## src/rtl/regfile_write_arbiter.sv

```systemverilog
// Round-robin arbiter that shares the register file write port among NUM_REQ
// valid/ready requesters; the winner is registered, and writes to R0 are dropped and counted.
module regfile_write_arbiter #(
   parameter int NUM_REQ = 4,
   parameter int CNT_W   = 16
) (
   input  logic                  clk,
   input  logic                  rst_n,
   input  logic                  enable,
   input  logic [NUM_REQ-1:0]    req_valid,
   input  logic [5*NUM_REQ-1:0]  req_addr,
   input  logic [32*NUM_REQ-1:0] req_data,
   output logic [NUM_REQ-1:0]    req_ready,
   output logic                  wr_en,
   output logic [4:0]            wr_addr,
   output logic [31:0]           wr_data,
   output logic [2:0]            grant_id,
   output logic [CNT_W-1:0]      r0_drop_count,
   output logic                  busy
);

   localparam int               PTR_W    = (NUM_REQ > 1) ? $clog2(NUM_REQ) : 1;
   localparam logic [PTR_W-1:0] LAST_IDX = PTR_W'(NUM_REQ - 1);
   localparam logic [CNT_W-1:0] CNT_MAX  = {CNT_W{1'b1}};

   logic [PTR_W-1:0] ptr_q, ptr_d;
   logic             wr_en_q, wr_en_d;
   logic [4:0]       wr_addr_q, wr_addr_d;
   logic [31:0]      wr_data_q, wr_data_d;
   logic [2:0]       grant_id_q, grant_id_d;
   logic [CNT_W-1:0] drop_cnt_q, drop_cnt_d;

   logic             gnt_vld_s;
   logic [PTR_W-1:0] gnt_idx_s;
   logic [4:0]       sel_addr_s;
   logic [31:0]      sel_data_s;
   int               cand_s;

   // Grant search starts at the pointer; ready never looks at payload.
   always_comb begin
      gnt_vld_s = 1'b0;
      gnt_idx_s = '0;
      cand_s    = 0;
      req_ready = '0;
      if (rst_n && enable) begin
         for (int k = 0; k < NUM_REQ; k++) begin
            cand_s = (int'(ptr_q) + k) % NUM_REQ;
            if (!gnt_vld_s && req_valid[cand_s]) begin
               gnt_vld_s = 1'b1;
               gnt_idx_s = PTR_W'(cand_s);
            end else begin
               gnt_idx_s = gnt_idx_s;
            end
         end
         req_ready[gnt_idx_s] = gnt_vld_s;
      end else begin
         req_ready = '0;
      end
   end

   // Payload mux for the winning requester
   always_comb begin
      sel_addr_s = req_addr[5*gnt_idx_s +: 5];
      sel_data_s = req_data[32*gnt_idx_s +: 32];
   end

   // Next-state: pointer advance, write stage load, saturating R0 drop count
   always_comb begin
      ptr_d      = ptr_q;
      wr_en_d    = 1'b0;
      wr_addr_d  = wr_addr_q;
      wr_data_d  = wr_data_q;
      grant_id_d = grant_id_q;
      drop_cnt_d = drop_cnt_q;
      if (gnt_vld_s) begin
         ptr_d = (gnt_idx_s == LAST_IDX) ? '0 : gnt_idx_s + PTR_W'(1);
         if (sel_addr_s != 5'd0) begin
            wr_en_d    = 1'b1;
            wr_addr_d  = sel_addr_s;
            wr_data_d  = sel_data_s;
            grant_id_d = 3'(gnt_idx_s);
         end else if (drop_cnt_q != CNT_MAX) begin
            drop_cnt_d = drop_cnt_q + CNT_W'(1);
         end else begin
            drop_cnt_d = drop_cnt_q;
         end
      end else begin
         ptr_d = ptr_q;
      end
   end

   // State registers with synchronous active-low reset
   always_ff @(posedge clk) begin
      if (!rst_n) begin
         ptr_q      <= '0;
         wr_en_q    <= 1'b0;
         wr_addr_q  <= 5'd0;
         wr_data_q  <= 32'd0;
         grant_id_q <= 3'd0;
         drop_cnt_q <= '0;
      end else begin
         ptr_q      <= ptr_d;
         wr_en_q    <= wr_en_d;
         wr_addr_q  <= wr_addr_d;
         wr_data_q  <= wr_data_d;
         grant_id_q <= grant_id_d;
         drop_cnt_q <= drop_cnt_d;
      end
   end

   assign wr_en         = wr_en_q;
   assign wr_addr       = wr_addr_q;
   assign wr_data       = wr_data_q;
   assign grant_id      = grant_id_q;
   assign r0_drop_count = drop_cnt_q;
   assign busy          = |req_valid;

endmodule

```

## config.mk

```make
export PLATFORM = sky130hd
export DESIGN_NAME = regfile_write_arbiter
export DESIGN_NICKNAME = d
export VERILOG_FILES = /design/src/rtl/regfile_write_arbiter.sv
export SDC_FILE = /design/constraint.sdc
export NUM_CORES = 1
export LEC_CHECK = 0
export BUFFER_PORTS_ARGS = -buffer_cell sky130_fd_sc_hd__buf_4
export CAP_MARGIN = 20
export CORE_MARGIN = 5
export CORE_UTILIZATION = 24
export CTS_BUF_LIST = sky130_fd_sc_hd__clkbuf_4 sky130_fd_sc_hd__clkbuf_8
export DETAILED_ROUTE_END_ITERATION = 10
export MAX_ROUTING_LAYER = met4
export PLACE_DENSITY = 0.57
export SETUP_SLACK_MARGIN = 0.4
export SLEW_MARGIN = 20
export SYNTH_ARGS = -nofsm -noshare
export SYNTH_HDL_FRONTEND = slang
export SYNTH_SLANG_ARGS = --single-unit
```

## constraint.sdc

```tcl
create_clock -name clk -period 2.9 [get_ports clk]
set_clock_uncertainty 0.05 [all_clocks]
set_input_delay 0 -clock clk [delete_from_list [all_inputs] [get_ports clk]]
set_output_delay 0 -clock clk [all_outputs]
set_load 0.01 [all_outputs]
```

# After elaboration in Yosys (flattened, before gate mapping)
# Cells that the tools add are included.
[op_classes] add_sub_neg=5 n_mul=1 bitwise_logic=5 order_cmp=6 reduce_logical=16 mux=31 shift=2 n_eq_ne=2
[op_table] operator="variable part select 128 x 8 -> 32 bit" n=1
[op_table] operator="variable part select 20 x 6 -> 5 bit" n=1
[op_table] operator="2-to-1 mux 1 bit" n=18
[op_table] operator="adder 16 x 1 -> 16 bit (second input constant)" n=1
[op_table] operator="!= test 16 bit (second input constant)" n=1
[op_table] operator="2-to-1 mux 2 bit" n=7
[op_table] operator="less-than comparator 3 x 4 -> 1 bit (second input constant)" n=3
[op_table] operator="binary-select mux 1 bit (select 2 bit)" n=4
[op_table] operator="less-than comparator 2 x 3 -> 1 bit (second input constant)" n=2
[op_table] operator="OR reduction 2 bit" n=3
[op_table] operator="logical AND 1 bit" n=5
[op_table] operator="multiplier 3 x 2 -> 5 bit (first input constant)" n=1
[op_table] operator="nonzero test 5 bit" n=1
[op_table] operator="adder 2 x 1 -> 2 bit (second input constant)" n=2
[op_table] operator="adder 2 bit (second input constant)" n=2
[op_table] operator="bitwise AND 4 bit" n=1
[op_table] operator="2-to-1 mux 4 bit" n=1
[op_table] operator="AND reduction 2 bit" n=2
[op_table] operator="OR reduction 4 bit" n=1
[op_table] operator="bitwise AND 1 bit (first input constant)" n=3
[op_table] operator="logical NOT 1 bit" n=3
[op_table] operator="AND reduction 3 bit" n=1
[op_table] operator="demux 1 bit (select 2 bit)" n=1
[op_table] operator="equality test 2 bit (second input constant)" n=1
[op_table] operator="2 further kinds" n=2
[word_totals] out_inout_bits=62 reg_bits=58

# Logic depth before layout (Yosys ltp)
[logic_depth] ltp_word=23 depth_mapped=10

# Least setup slack after synthesis
# OpenSTA, ideal clock, no wires.
[synth_path] kind="flip-flop to flip-flop" start="reg ptr_q[0]" end="reg wr_data_q[19], in the netlist wr_data[19]" path_buffers=3 stages_incl_launch_ff=11 t_required_ps=2722 t_arrival_ps=1951 period_less_slack_ps=2128 setup_slack_ps=772 path_cell_list="dfxtp_1 nor2b_1 a211oi_4 or3_1 buf_4 a211oi_4 o21ai_2 buf_6 buf_2 nand3_1 o21ai_1"
[synth_via] elab_chain_cells=21 word_cells_on_any_way=40
[synth_rtl] element="start, declared" line_no="26" rtl="logic [PTR_W-1:0] ptr_q, ptr_d;"
[synth_rtl] element="start signal, assigned" line_no="102" rtl="ptr_q <= ptr_d;"
[synth_rtl] element="parallel branches: the longest is 21 deep, another holds adder 2 x 1 -> 2 bit"
[synth_rtl] element="end signal, assigned" line_no="105" rtl="wr_data_q <= wr_data_d;"
[synth_rtl] element="end, declared" line_no="29" rtl="logic [31:0] wr_data_q, wr_data_d;"
# Several ways; the timed one is not identified. The select of a mux whose other input is x is not followed.
# A chain may end at the register's enable or synchronous reset.

# Worst setup path after layout
[layout_path] start="in req_addr[1]" end="reg drop_cnt_q[6], in the netlist r0_drop_count[6]"
[layout_via] elab_chain_cells=4
[layout_rtl] element="start, declared" line_no="11" rtl="input logic [5*NUM_REQ-1:0] req_addr,"
[layout_rtl] element="variable part select 20 x 6 -> 5 bit" line_no="63" rtl="sel_addr_s = req_addr[5*gnt_idx_s +: 5];"
[layout_rtl] element="nonzero test 5 bit" line_no="77" rtl="if (sel_addr_s != 5'd0) begin"
[layout_rtl] element="NOT 1 bit (no line)"
[layout_rtl] element="AND reduction 3 bit (no line)"
[layout_rtl] element="end signal, assigned" line_no="107" rtl="drop_cnt_q <= drop_cnt_d;"
[layout_rtl] element="end, declared" line_no="31" rtl="logic [CNT_W-1:0] drop_cnt_q, drop_cnt_d;"
# Every way passes these cells.

==> flow_summary.ini <==
[sta]
worstMarginPinSlew_ps = 715
report.final.slew_viol_count = 0
relSlewSlack_pct = 52.4
finalSetupViolCount = 0
grt_setup_unrepaired = no
fin_crit_sh_pct = 82.8
hold_violations = 0
period_needed_ps = 2400
fmax_mhz = 417
fin_setup_tns_ps = 0
fin_hold_ws_ps = 35.0

[placed_design]
dp_hpwl_um = 11000
numPortBuffers = 215
gp_congestion = 0.818

[synthesis]
synth_cells = 561
synth_top_area_share_pct = 31.5
netlist_area_um2 = 3680
synth-seq-cells = 58
async_reset_ff_share_pct = 0
ys_types = 53
synth_common_cells = nand2_1 (192), nand3_1 (77), dfxtp_1 (58)
synth.most_common_cell = nand2_1
synthFlopType = dfxtp_1
synth_fp_nets = 717
syn_avg_cell_area_um2 = 6.57
ys_seq_area_share_pct = 31.5
synth-edff-count = 0
yosys.area.top_type = dfxtp_1
synth_area_leaders = dfxtp_1 (32%), nand2_1 (20%), nand3_1 (10%), o21ai_1 (5.2%), o21ai_0 (4.8%)
synth_warnings = 0

[route]
vias_per_cell = 4.76
drtPass1Iterations = 4
drt-total-wl_um = 17000
drt_iter0_drc = 176
drc = 0
via_count = 5182
wl_per_cell_um = 15.6
drtAntennaViolNets = 0

[final_layout]
drive_gt1_share_pct = 31.2
fillers = 1466
area_growth_pct = 90.5
nets = 1051
register_area_um2 = 1160
multi_input_area_um2 = 2340

[clock_tree]
cts_tree = done
clk_latency_ps = 360
cts_buffer_depth = 2
clock-root-buffer = clkbuf_8
numCtsBuffers = 9
cts_htree_levels = 3
clkSinkCount = 58
clk_pin_slew_ps = 70

[power]
powerDensity_nw_per_um2 = 375
p_switching_uw = 805
p_clk_share_pct = 30.7
irDropWorstVdd_mv = 0.182
intPower_uw = 1830
p_leak_uw = 0.00330
switching_share_pct = 30.6
p_seq_share_pct = 34.5
pwr-share-comb_pct = 34.8

[setup_path]
arrival_ps = 2630
r2r-start = ptr_q[0]
rrSetupSlack_ps = 520
path_class = input port to flip-flop
critPathRequiredTime_ps = 3130
reg2reg_depth = 9
max_stage_delay_ps = 580
start_kind = input port
path_cells = dlygate4sd3_1, buf_4, or4_1, nor2_1, a211oi_4, buf_4, or2_4, or4_1, a21oi_1
crit_fanout = 5
crit_path_end_kind = flip-flop
r2r-end = r0_drop_count[4]
cp_slowest_cell = or4_1

[run_status]
outcome = complete, no violations

[floorplan]
start_util_pct = 24.3
fp.dieH_um = 134
core_area_um2 = 15100
die_area_um2 = 17900
die-width_um = 134
ios = 217
row_count = 45

[global_routing]
antenna_found_initial = 1
groute.usage.overall_pct = 19.3
grt_max_degree = 72
grt_pass1_vias = 5186
grt_pass1_wl_um = 26800
overflow = 0

[hold_path]
worstHoldPathCells = 4
hold_path.class = input port to flip-flop
holdPathEnd = wr_addr[2]
min_from = req_addr[12]

[run]
maxCapViolCount = 0
==> cells in the final DEF, fill, tap and decap left out, types with 4 or more instances in the layout <==
cell type / netlist / routed
mux2i_1: 7 / 7
o21ai_0: 35 / 35
nand4_1: 5 / 5
nor2_1: 20 / 20
a32o_1: 4 / 4
nor3_1: 8 / 8
a31oi_1: 5 / 5
clkbuf_8: 0 / 11
o21ai_1: 38 / 38
nor4_2: 5 / 6
nand2b_1: 7 / 7
dfxtp_1: 58 / 57
dlygate4sd3_1: 0 / 125
buf_4: 3 / 237
nand2_1: 192 / 192
and3_1: 8 / 8
nand3_1: 77 / 76
inv_1: 5 / 5
==> critical path: cells and delay by family <==
kind | cells | cell delay, ps
AND/OR/NAND/NOR | 4 | 1550
AO/OA/AOI/OAI | 2 | 240
buffers and inverters | 3 | 840
==> per-stage QoR <==
| step | cells | cell area, um^2 | utilization [%] | total power (uW) | setup slack, ps |
|---|---|---|---|---|---|
| after CTS | 1082 | 6950 | 45.9 | 2640 | 400 |
| final | 1089 | 7020 | 46.3 | 2630 | 500 |
| after global placement | 936 | 5440 | 35.9 | 1660 | 278 |
| after detailed placement | 936 | 5440 | 35.9 | 1670 | 222 |
| after global routing | 1089 | 7020 | 46.3 | 2800 | 390 |
| after floorplan | 561 | 3680 | - | 1300 | 772 |
==> cell families (layout without fill, tap and decap cells) <==
| kind of cell | count (synthesis) | in the layout | share of synthesized area [%] |
|---|---|---|---|
| muxes | 8 | 8 | 2.21 |
| adders and majority gates | 1 | 1 | 0.340 |
| DFF | 58 | 58 | 31.5 |
| AOI/OAI and AO/OA | 102 | 103 | 16.9 |
| other | 1 | 2 | 0.102 |
| xor gates and xnor gates | 2 | 2 | 0.476 |
| buffers and inverters | 47 | 385 | 6.42 |
| and+or+nand+nor | 342 | 342 | 42.1 |
==> sequential cells by signal, summed over array words and instances (netlist names) <==
register       cells
wr_data           32
r0_drop_count     16
wr_addr            5
grant_id           2
ptr_q              2
wr_en              1
==> worst max path at each step <==
stage	start	end	depth (start not counted)
after detailed placement	ptr_q[1]	wr_data[21]	8
after global placement	ptr_q[1]	wr_data[22]	8
final	req_addr[1]	r0_drop_count[6]	9
after CTS	ptr_q[0]	wr_data[21]	8
after floorplan	ptr_q[0]	wr_data[19]	10
after global routing	ptr_q[1]	r0_drop_count[6]	8
==> power by group through the flow <==
stage	Clock (uW)	Sequential (uW)	Combinational, uW
2_1_floorplan	0	949	347
3_5_place_dp	0	924	742
4_1_cts	843	907	894
5_1_grt	881	916	1010
6_report	809	907	915
3_3_place_gp	0	924	738
==> area by class of cell <==
| class | count | share of cell area (%) |
|---|---|---|
| multi-input combinational | 457 | 33.4 |
| antenna | 1 | 0.0357 |
| clock inverter | 2 | 0.499 |
| timing repair buffer | 363 | 43.3 |
| clock buffer | 14 | 2.48 |
| inverter | 6 | 0.321 |
| sequential | 58 | 16.6 |
| tap | 188 | 3.35 |
==> what timing repair did <==
| item | CTS | global route |
|---|---|---|
| cloned | 1 | 0 |
| setup buffers | 4 | 6 |
| gates resized for setup | 3 | 5 |
| endpoints found under the setup margin | 24 | 50 |
| hold buffers | 125 | 0 |
| pin swaps | 3 | 5 |
| endpoints found under the hold margin | 33 | 0 |
==> metal layers <==
| metal | vias to the layer above | routed length, um | global-route usage [%] |
|---|---|---|---|
| li1 | 2587 | - | - |
| met4 | 0 | 811 | 10.5 |
| met2 | 200 | 7970 | 31.0 |
| met3 | 54 | 1320 | 5.81 |
| met5 | - | 0 | - |
| met1 | 2341 | 6930 | 21.6 |
Note: power is estimated with default switching activity, not from simulation.
